### src/rtl/hazard_ctrl_unit_pkg.sv
// hazard_ctrl_unit_pkg: shared state and control-mux encodings for the hazard controller
package hazard_ctrl_unit_pkg;
  typedef enum logic [1:0] {
    RUN          = 2'd0,
    FREEZE       = 2'd1,
    FREEZE_REDIR = 2'd2
  } state_e;
  localparam logic CTRL_PASS   = 1'b1;
  localparam logic CTRL_BUBBLE = 1'b0;
endpackage

### src/rtl/hazard_ctrl_unit_if.sv
// hazard_ctrl_unit_if: pipeline-side hazard inputs and stall/flush controls
interface hazard_ctrl_unit_if #(
  parameter int REG_ADDR_W = 5,
  parameter int CNT_W      = 16
);
  logic [REG_ADDR_W-1:0] if_id_rs, if_id_rt, id_ex_rt;
  logic                  id_uses_rt, id_ex_mem_read, jump_id, branch_taken_mem, mem_busy;
  logic                  pc_write, redirect_valid, if_id_write, if_id_flush;
  logic                  ctrl_select, id_ex_write, ex_mem_flush, pipe_hold;
  logic [CNT_W-1:0]      stall_cycles;
  modport slave (
    input  if_id_rs, if_id_rt, id_uses_rt, id_ex_rt, id_ex_mem_read, jump_id, branch_taken_mem, mem_busy,
    output pc_write, redirect_valid, if_id_write, if_id_flush, ctrl_select, id_ex_write, ex_mem_flush,
           pipe_hold, stall_cycles
  );
  modport master (
    output if_id_rs, if_id_rt, id_uses_rt, id_ex_rt, id_ex_mem_read, jump_id, branch_taken_mem, mem_busy,
    input  pc_write, redirect_valid, if_id_write, if_id_flush, ctrl_select, id_ex_write, ex_mem_flush,
           pipe_hold, stall_cycles
  );
endinterface

### src/rtl/hazard_ctrl_unit_sat_counter.sv
// hazard_ctrl_unit_sat_counter: enable-driven up counter that sticks at all-ones
module hazard_ctrl_unit_sat_counter #(
  parameter int WIDTH = 16
) (
  input  logic             clk,
  input  logic             arst_n,
  input  logic             en_i,
  output logic [WIDTH-1:0] cnt_o
);
  logic [WIDTH-1:0] cnt_q, cnt_d;
  assign cnt_d = (en_i && !(&cnt_q)) ? cnt_q + WIDTH'(1) : cnt_q;
  assign cnt_o = cnt_q;
  always_ff @(posedge clk or negedge arst_n)
    if (!arst_n) cnt_q <= '0;
    else         cnt_q <= cnt_d;
endmodule

### src/rtl/hazard_ctrl_unit.sv
// hazard_ctrl_unit: load-use/jump/branch/memory-busy stall and flush controller for the 5-stage core
module hazard_ctrl_unit
  import hazard_ctrl_unit_pkg::*;
#(
  parameter int REG_ADDR_W = 5,
  parameter int CNT_W      = 16
) (
  input logic              clk,
  input logic              arst_n,
  hazard_ctrl_unit_if.slave hz
);
  state_e                state_q, state_d;
  logic [REG_ADDR_W-1:0] ex_rt;
  logic                  load_use, redirect;
  logic                  pc_w, redir_v, ifid_w, ifid_f, sel, idex_w, exmem_f, hold;
  assign ex_rt    = hz.id_ex_rt;
  assign load_use = hz.id_ex_mem_read && (ex_rt != '0) &&
                    (ex_rt == hz.if_id_rs || (hz.id_uses_rt && ex_rt == hz.if_id_rt));
  assign redirect = (state_q == FREEZE_REDIR) || hz.branch_taken_mem;
  always_comb begin
    pc_w    = 1'b1;
    redir_v = 1'b0;
    ifid_w  = 1'b1;
    ifid_f  = 1'b0;
    sel     = CTRL_PASS;
    idex_w  = 1'b1;
    exmem_f = 1'b0;
    hold    = 1'b0;
    state_d = RUN;
    if (hz.mem_busy) begin
      pc_w    = 1'b0;
      ifid_w  = 1'b0;
      idex_w  = 1'b0;
      hold    = 1'b1;
      state_d = redirect ? FREEZE_REDIR : FREEZE;
    end else if (redirect) begin
      redir_v = 1'b1;
      ifid_f  = 1'b1;
      sel     = CTRL_BUBBLE;
      exmem_f = 1'b1;
    end else if (load_use) begin
      pc_w    = 1'b0;
      ifid_w  = 1'b0;
      sel     = CTRL_BUBBLE;
    end else if (hz.jump_id) begin
      ifid_f  = 1'b1;
    end
  end
  always_ff @(posedge clk or negedge arst_n)
    if (!arst_n) state_q <= RUN;
    else         state_q <= state_d;
  // every enable/flush is forced low for as long as reset is held
  assign hz.pc_write       = arst_n & pc_w;
  assign hz.redirect_valid = arst_n & redir_v;
  assign hz.if_id_write    = arst_n & ifid_w;
  assign hz.if_id_flush    = arst_n & ifid_f;
  assign hz.ctrl_select    = arst_n ? sel : CTRL_BUBBLE;
  assign hz.id_ex_write    = arst_n & idex_w;
  assign hz.ex_mem_flush   = arst_n & exmem_f;
  assign hz.pipe_hold      = arst_n & hold;
  hazard_ctrl_unit_sat_counter #(.WIDTH(CNT_W)) u_stall_cnt (
    .clk    (clk),
    .arst_n (arst_n),
    .en_i   (!hz.pc_write),
    .cnt_o  (hz.stall_cycles)
  );
endmodule

### src/flat_wrapper.sv
// flat-port wrapper written by rule: the top's interface ports become plain ports
module hazard_ctrl_unit_flat import hazard_ctrl_unit_pkg::*;
#(
  parameter int REG_ADDR_W = 5,
  parameter int CNT_W      = 16
)
  (clk, arst_n, hz_if_id_rs, hz_if_id_rt, hz_id_uses_rt, hz_id_ex_rt, hz_id_ex_mem_read, hz_jump_id, hz_branch_taken_mem, hz_mem_busy, hz_pc_write, hz_redirect_valid, hz_if_id_write, hz_if_id_flush, hz_ctrl_select, hz_id_ex_write, hz_ex_mem_flush, hz_pipe_hold, hz_stall_cycles);
  hazard_ctrl_unit_if #(.REG_ADDR_W(REG_ADDR_W), .CNT_W(CNT_W)) hz_i ();
  input logic clk;
  input logic arst_n;
  input wire logic [$bits(hz_i.if_id_rs)-1:0] hz_if_id_rs;
  input wire logic [$bits(hz_i.if_id_rt)-1:0] hz_if_id_rt;
  input wire logic [$bits(hz_i.id_uses_rt)-1:0] hz_id_uses_rt;
  input wire logic [$bits(hz_i.id_ex_rt)-1:0] hz_id_ex_rt;
  input wire logic [$bits(hz_i.id_ex_mem_read)-1:0] hz_id_ex_mem_read;
  input wire logic [$bits(hz_i.jump_id)-1:0] hz_jump_id;
  input wire logic [$bits(hz_i.branch_taken_mem)-1:0] hz_branch_taken_mem;
  input wire logic [$bits(hz_i.mem_busy)-1:0] hz_mem_busy;
  output wire logic [$bits(hz_i.pc_write)-1:0] hz_pc_write;
  output wire logic [$bits(hz_i.redirect_valid)-1:0] hz_redirect_valid;
  output wire logic [$bits(hz_i.if_id_write)-1:0] hz_if_id_write;
  output wire logic [$bits(hz_i.if_id_flush)-1:0] hz_if_id_flush;
  output wire logic [$bits(hz_i.ctrl_select)-1:0] hz_ctrl_select;
  output wire logic [$bits(hz_i.id_ex_write)-1:0] hz_id_ex_write;
  output wire logic [$bits(hz_i.ex_mem_flush)-1:0] hz_ex_mem_flush;
  output wire logic [$bits(hz_i.pipe_hold)-1:0] hz_pipe_hold;
  output wire logic [$bits(hz_i.stall_cycles)-1:0] hz_stall_cycles;
  assign hz_i.if_id_rs = hz_if_id_rs;
  assign hz_i.if_id_rt = hz_if_id_rt;
  assign hz_i.id_uses_rt = hz_id_uses_rt;
  assign hz_i.id_ex_rt = hz_id_ex_rt;
  assign hz_i.id_ex_mem_read = hz_id_ex_mem_read;
  assign hz_i.jump_id = hz_jump_id;
  assign hz_i.branch_taken_mem = hz_branch_taken_mem;
  assign hz_i.mem_busy = hz_mem_busy;
  assign hz_pc_write = hz_i.pc_write;
  assign hz_redirect_valid = hz_i.redirect_valid;
  assign hz_if_id_write = hz_i.if_id_write;
  assign hz_if_id_flush = hz_i.if_id_flush;
  assign hz_ctrl_select = hz_i.ctrl_select;
  assign hz_id_ex_write = hz_i.id_ex_write;
  assign hz_ex_mem_flush = hz_i.ex_mem_flush;
  assign hz_pipe_hold = hz_i.pipe_hold;
  assign hz_stall_cycles = hz_i.stall_cycles;
  hazard_ctrl_unit #(.REG_ADDR_W(REG_ADDR_W), .CNT_W(CNT_W)) u_core (.clk(clk), .arst_n(arst_n), .hz(hz_i));
endmodule
### config.mk
export PLATFORM = sky130hd
export DESIGN_NAME = hazard_ctrl_unit_flat
export DESIGN_NICKNAME = d
export VERILOG_FILES = /design/src/rtl/hazard_ctrl_unit_pkg.sv /design/src/rtl/hazard_ctrl_unit_if.sv /design/src/rtl/hazard_ctrl_unit_sat_counter.sv /design/src/rtl/hazard_ctrl_unit.sv /design/src/flat_wrapper.sv
export SDC_FILE = /design/constraint.sdc
export NUM_CORES = 1
export LEC_CHECK = 0
export CORE_MARGIN = 3
export CORE_UTILIZATION = 44
export CTS_CLUSTER_DIAMETER = 50
export CTS_CLUSTER_SIZE = 28
export DETAILED_ROUTE_END_ITERATION = 10
export PLACE_DENSITY = 0.9
export SYNTH_ARGS = -nofsm -noshare
export SYNTH_HDL_FRONTEND = slang
export SYNTH_SLANG_ARGS = --single-unit
### constraint.sdc
create_clock -name clk -period 3.8 [get_ports clk]
set_input_delay 0.38 -clock clk [delete_from_list [all_inputs] [get_ports clk]]
set_output_delay 0.38 -clock clk [all_outputs]
set_load 0.02 [all_outputs]
==> results.md, run 1 <==
* Synth area leader: dfrtp_1
* Most frequent cell after synthesis: dfrtp_1
* Top Usage Layer GRT: met2
* #FFs+latches synth at 18
* Worst setup EP type: output pin
* Initial antenna violation count at 0
* CTS tree: yes
* Required time worst endpoint at 3.42 ns
* Crit. Startpoint: hz_id_ex_rt[0]
* Placer Congestion at 0.732
* Post-Syn Area at 0.00103 mm^2
* Final hold vios at 0
* GR Util met1 at 0.228
* Post-synth EDFFs at 0
* Final setup violation count at 0
* I/O Buffers at 45
* Met3 usage at 0.0708
* Crit-path cells: clkdlybuf4s50_1 -> or4_2 -> o21ai_0 -> o31a_2 -> o21a_1 -> clkdlybuf4s50_1
* DR iter-0 viols at 9
* Reg2Reg Setup Slack at 1.74 ns
* Data arrival time of the critical path at 2.73 ns
* CTS buffer count at 3
* Slowest stage cell on the critical path: or4_2
* Post_cts resized at 0
* Max Buffers Root-to-Sink at 2
* Fill cell count at 162
* Placed instance count at 169
* Slew HR at 0.717
* Final Power at 0.672 mW
* # diodes at 0
* Core area at 0.00208 mm^2
* Chip height at 54.3 um
* Final period util at 0.818
* Seq/Total Area, Yosys at 0.438
* Synth async-reset ratio at 1.00
* Gr ovfl total at 0
* Nets at 170
* Non-Filler Instances at 173
* Cell count after synthesis at 100
* Area growth from synthesis to layout at 48.4%
* Setup TNS at 0 ns
* Root Buffer: clkbuf_4
* Prevailing post-synth register cell: dfrtp_1
* Hold_buf cts at 0
* DRT antenna net count at 0
* Fmax at 322 MHz
* Met2 Track Usage GR at 0.319
* Fin. max-slew vios at 0
* Number of post-CTS setup repair buffers at 0
* Commonest cells post-synth: 18 x dfrtp_1, 14 x xnor2_1, 10 x xor2_1
* First-pass GRT wire length at 4.09 mm
* Delay-heaviest family, CP: buffers and inverters
* Pleak at 0.623 nW
* Post-DP Area at 0.00149 mm^2
* HPWL Detailed at 1.95 mm
* Die W at 54.3 um
* CP dominant cell by count: clkdlybuf4s50_1
* CTS Sinks at 18
* Row cnt at 16
* Maxcap violations at 0
* RSZ-0062 raised after global routing: false
* Yosys warning count at 0
* Worst slew pin tran at 0.423 ns
* GRT Total Usage at 0.190
* Hold_ws at 0.416 ns
* Mapped Avg Cell Area at 10.3 um^2
* WS Path Type: in2out
* FF-to-FF Start: u_core.u_stall_cnt.cnt_o[3]
* Initial Util at 0.494
* Layout cells sized above 1 at 0.0890
* Cell area power density at 440 mW/mm^2
* Buf/Inv on CP at 2
* Drt total wl at 2.47 mm
* CP Launch Type: input pin
* Critical Path Max Stage Delay at 0.68 ns
* Netlist cell types at 28
* Critical-path maximum fanout at 5
* Synth top area share at 0.438
* Status: finished clean
* Layout Skew at 0.00281 ns
* Largest net degree at the start of global routing at 22
* Synthesized net count at 123
* Clock latency on the worst-skew pair at 0.29 ns
* Vias/cell at 5.21
* DR DRC count at 0
* Io pins at 46
* H-Tree Depth at 1
* Clk pin slew, worst setup/hold paths at 0.10 ns
* Vias in the first global route at 944
* Routed WL per cell at 14.3 um
* Fin crit period at 3.11 ns
* First-pass iteration count of the detailed router at 4
* Total number of vias at 901
* Top post-synthesis cells by area: dfrtp_1 44%, xnor2_1 12%, xor2_1 8.5%, nand4_1 4.3%, nand3_1 3.4%
* Final instance area at 0.00153 mm^2
* Worst vdd ir at 511 uV
* Die area at 0.00295 mm^2
* Worst min path class: in2async
## where the power goes
| group | switching [mW] | total [mW] | internal [mW] |
|---|---|---|---|
| combinational | 0.131 | 0.276 | 0.145 |
| sequential | 0.0484 | 0.279 | 0.231 |
| clock | 0.0585 | 0.117 | 0.0583 |
| total | 0.238 | 0.672 | 0.434 |
## cell families after synthesis
family                   after synthesis  synth area share
XOR/XNOR                              24             0.204
flip-flops                            18             0.438
buffers and inverters                  7            0.0401
AND/OR/NAND/NOR                       41             0.225
AO/OA/AOI/OAI                          8            0.0693
adder cells (fa/ha/maj)                1            0.0122
multiplexers                           1            0.0109
## placed cells by master, fill, tap and decap left out, drive strengths merged, types with 3 or more instances in the layout
master         netlist  routed
dfrtp               18      18
nand4                7       7
nand2                5       5
and2                 4       4
inv                  3       3
xor2                10      10
and3                 5       5
nor2                 7       7
clkbuf               1       4
nand3                7       7
xnor2               14      14
o21a                 3       3
clkdlybuf4s50        0      45
## stage by stage
stage / worst slack (ns) / utilization
finish: 0.693 / 0.733
global route: 0.596 / 0.733
CTS: 0.685 / 0.733
detailed placement: 0.685 / 0.716
global placement: 0.741 / 0.716
floorplan: 1.66 / -
## final timing paths
kind                                                end  cells past startpoint
hold / removal              u_core.u_stall_cnt.cnt_o[0]                      2
setup / recovery                         hz_if_id_flush                      6
hold reg to reg            u_core.u_stall_cnt.cnt_o[10]                      1
setup reg to reg            u_core.u_stall_cnt.cnt_o[1]                      5
min in group clk           u_core.u_stall_cnt.cnt_o[10]                      1
max in group asynchronous   u_core.u_stall_cnt.cnt_o[5]                      2
## per-layer routing
metal,routed length [um],part of all wire
met1,1050,0.43
met2,1260,0.51
met5,0,0
met4,12,0.0049
met3,143,0.058
## layout make-up
class                      instances  area [um^2]  share of cell area
multi-input combinational         75          537               0.352
timing repair buffer              46          458               0.300
sequential                        18          450               0.295
clock buffer                       4         36.3              0.0238
tap                               27         33.8              0.0221
inverter                           3         11.3             0.00738
## registers in the layout, summed over array words and instances (netlist names)
register,count
u_core.state_q,2
u_core.u_stall_cnt.cnt_o,16
No activity file was read; power rests on OpenSTA's default activity.
==> run 2, diff against run 1 <==
--- a/config.mk
+++ b/config.mk
@@ -6,11 +6,11 @@
 export NUM_CORES = 1
 export LEC_CHECK = 0
 export CORE_MARGIN = 3
-export CORE_UTILIZATION = 44
+export CORE_UTILIZATION = 41
 export CTS_CLUSTER_DIAMETER = 50
 export CTS_CLUSTER_SIZE = 28
 export DETAILED_ROUTE_END_ITERATION = 10
-export PLACE_DENSITY = 0.9
+export PLACE_DENSITY = 0.85
 export SYNTH_ARGS = -nofsm -noshare
 export SYNTH_HDL_FRONTEND = slang
 export SYNTH_SLANG_ARGS = --single-unit
==> constraint.sdc (replaced) <==
create_clock -name clk -period 2.95 [get_ports clk]
set_input_delay 0.295 -clock clk [delete_from_list [all_inputs] [get_ports clk]]
set_output_delay 0.295 -clock clk [all_outputs]
set_load 0.02 [all_outputs]
==> run 2 against run 1 <==
  * Non-clock buffer count up 2
  * Largest power group is now combinational cells
  * Die area up 6.5%
  * Register-to-register slack worse by 0.78 ns
  * Critical endpoint unchanged
  * First-iteration DRC count rose to 3.8 times the previous value
  * Cell count up 1.2%
  * Critical path type unchanged
  * Routed wire length down 1.7%
==> results.md, run 2 (synthesized netlist as in run 1, its figures left out) <==
* H-Tree Depth at 1
* Top Usage Layer GRT: met2
* FF-to-FF End: u_core.u_stall_cnt.cnt_o[1]
* Met3 usage at 0.0464
* Vias/cell at 4.99
* Row cnt at 17
* First-pass GRT wire length at 4.00 mm
* Clk pin slew, worst setup/hold paths at 0.10 ns
* RSZ-0062 raised after global routing: false
* Largest net degree at the start of global routing at 21
* Gr ovfl total at 0
* Initial antenna violation count at 0
* CTS Sinks at 18
* Final setup violation count at 0
* Worst slew pin tran at 0.369 ns
* Number of post-CTS setup repair buffers at 0
* Worst setup EP type: output pin
* Commonest non-fill, non-tap cell in the layout: clkdlybuf4s50_1
* Util after Layout at 0.666
* # diodes at 0
* Hold_ws at 0.360 ns
* CP dominant cell by count: clkdlybuf4s50_1
* Met2 Track Usage GR at 0.304
* GRT Total Usage at 0.161
* Setup TNS at 0 ns
* Buf/Inv on CP at 2
* CTS tree: yes
* Fmax at 353 MHz
* Max FFs per register at 16
* Slew HR at 0.754
* Nets at 172
* Max Buffers Root-to-Sink at 2
* Die W at 56.1 um
* Layout cells sized above 1 at 0.0952
* Vias in the first global route at 861
* Final period util at 0.961
* DR iter-0 viols at 34
* Core area at 0.00230 mm^2
* Final hold vios at 0
* Delay-heaviest family, CP: buffers and inverters
* Reg2Reg Setup Slack at 0.96 ns
* HPWL Detailed at 2.01 mm
* Hold_buf cts at 0
* Worst vdd ir at 777 uV
* Slowest stage cell on the critical path: or4_2
* DRT antenna net count at 0
* Routed WL per cell at 13.9 um
* Pleak at 0.626 nW
* Placer Congestion at 0.830
* Initial Util at 0.448
* Required time worst endpoint at 2.65 ns
* Cell area power density at 548 mW/mm^2
* WS Path Type: in2out
* Root Buffer: clkbuf_4
* Fill cell count at 181
* Clock latency on the worst-skew pair at 0.29 ns
* Status: finished clean
* Critical Path Max Stage Delay at 0.68 ns
* Commonest non-fill, non-tap cells in the layout: 45 x clkdlybuf4s50_1, 18 x dfrtp_1, 14 x xnor2_1
* Fin. max-slew vios at 0
* FF-to-FF Start: u_core.u_stall_cnt.cnt_o[3]
* Area growth from synthesis to layout at 48.7%
* Maxcap violations at 0
* First-pass iteration count of the detailed router at 3
* Worst min path class: in2async
* Chip height at 56.1 um
* CP Launch Type: input pin
* Drt total wl at 2.43 mm
* I/O Buffers at 45
* Reg2reg path depth at 5
* Post_cts resized at 0
* Layout Skew at 0.00539 ns
* CTS buffer count at 3
* Crit-path cells: clkdlybuf4s50_1 -> or4_2 -> o21ai_1 -> o31a_2 -> o21a_1 -> clkdlybuf4s50_1
* Die area at 0.00315 mm^2
* GR Util met1 at 0.174
* Data arrival time of the critical path at 2.54 ns
* Io pins at 46
* Total number of vias at 873
* Critical-path maximum fanout at 4
* Fin crit period at 2.83 ns
* DR DRC count at 0
run 2: layout make-up:
class                   instances  area, um^2  share of cell area
flip-flops and latches         18         450               0.295
inverters                       3        11.3             0.00736
repair buffers                 48         473               0.309
multi-input cells              75         537               0.351
clock buffers                   3        22.5              0.0147
well taps                      28        35.0              0.0229
run 2: through the flow:
step                setup slack (ns)  power, mW  area, um^2  instances
floorplan                      0.969      0.548        1030        100
global placement               0.100      0.712        1510        172
detailed placement            0.0820      0.728        1510        172
CTS                           0.0718      0.849        1530        175
global route                  0.0732      0.900        1530        175
finish                         0.116      0.837        1530        175
run 2: where the power goes:
part / total [mW] / internal, mW / switching, mW / leakage (nW)
clock: 0.118 / 0.0475 / 0.0706 / 0.0138
combinational: 0.361 / 0.190 / 0.171 / 0.380
sequential: 0.358 / 0.298 / 0.0601 / 0.232
run 2: worst max path at each step:
| stage | cells past startpoint | start | slack (ns) | to |
|---|---|---|---|---|
| floorplan | 8 | hz_id_ex_rt[4] | 0.97 | u_core.u_stall_cnt.cnt_o[14] |
| global placement | 6 | hz_id_ex_rt[0] | 0.10 | hz_if_id_flush |
| detailed placement | 6 | hz_id_ex_rt[0] | 0.08 | hz_if_id_flush |
| CTS | 6 | hz_id_ex_rt[0] | 0.07 | hz_if_id_flush |
| global route | 6 | hz_id_ex_rt[0] | 0.07 | hz_if_id_flush |
| finish | 6 | hz_id_ex_rt[0] | 0.12 | hz_if_id_flush |
run 2: per-layer routing:
layer	vias to the layer above	wire length, um
met5	-	0
met4	0	22
met3	2	116
met2	22	1310
met1	408	979
li1	441	-
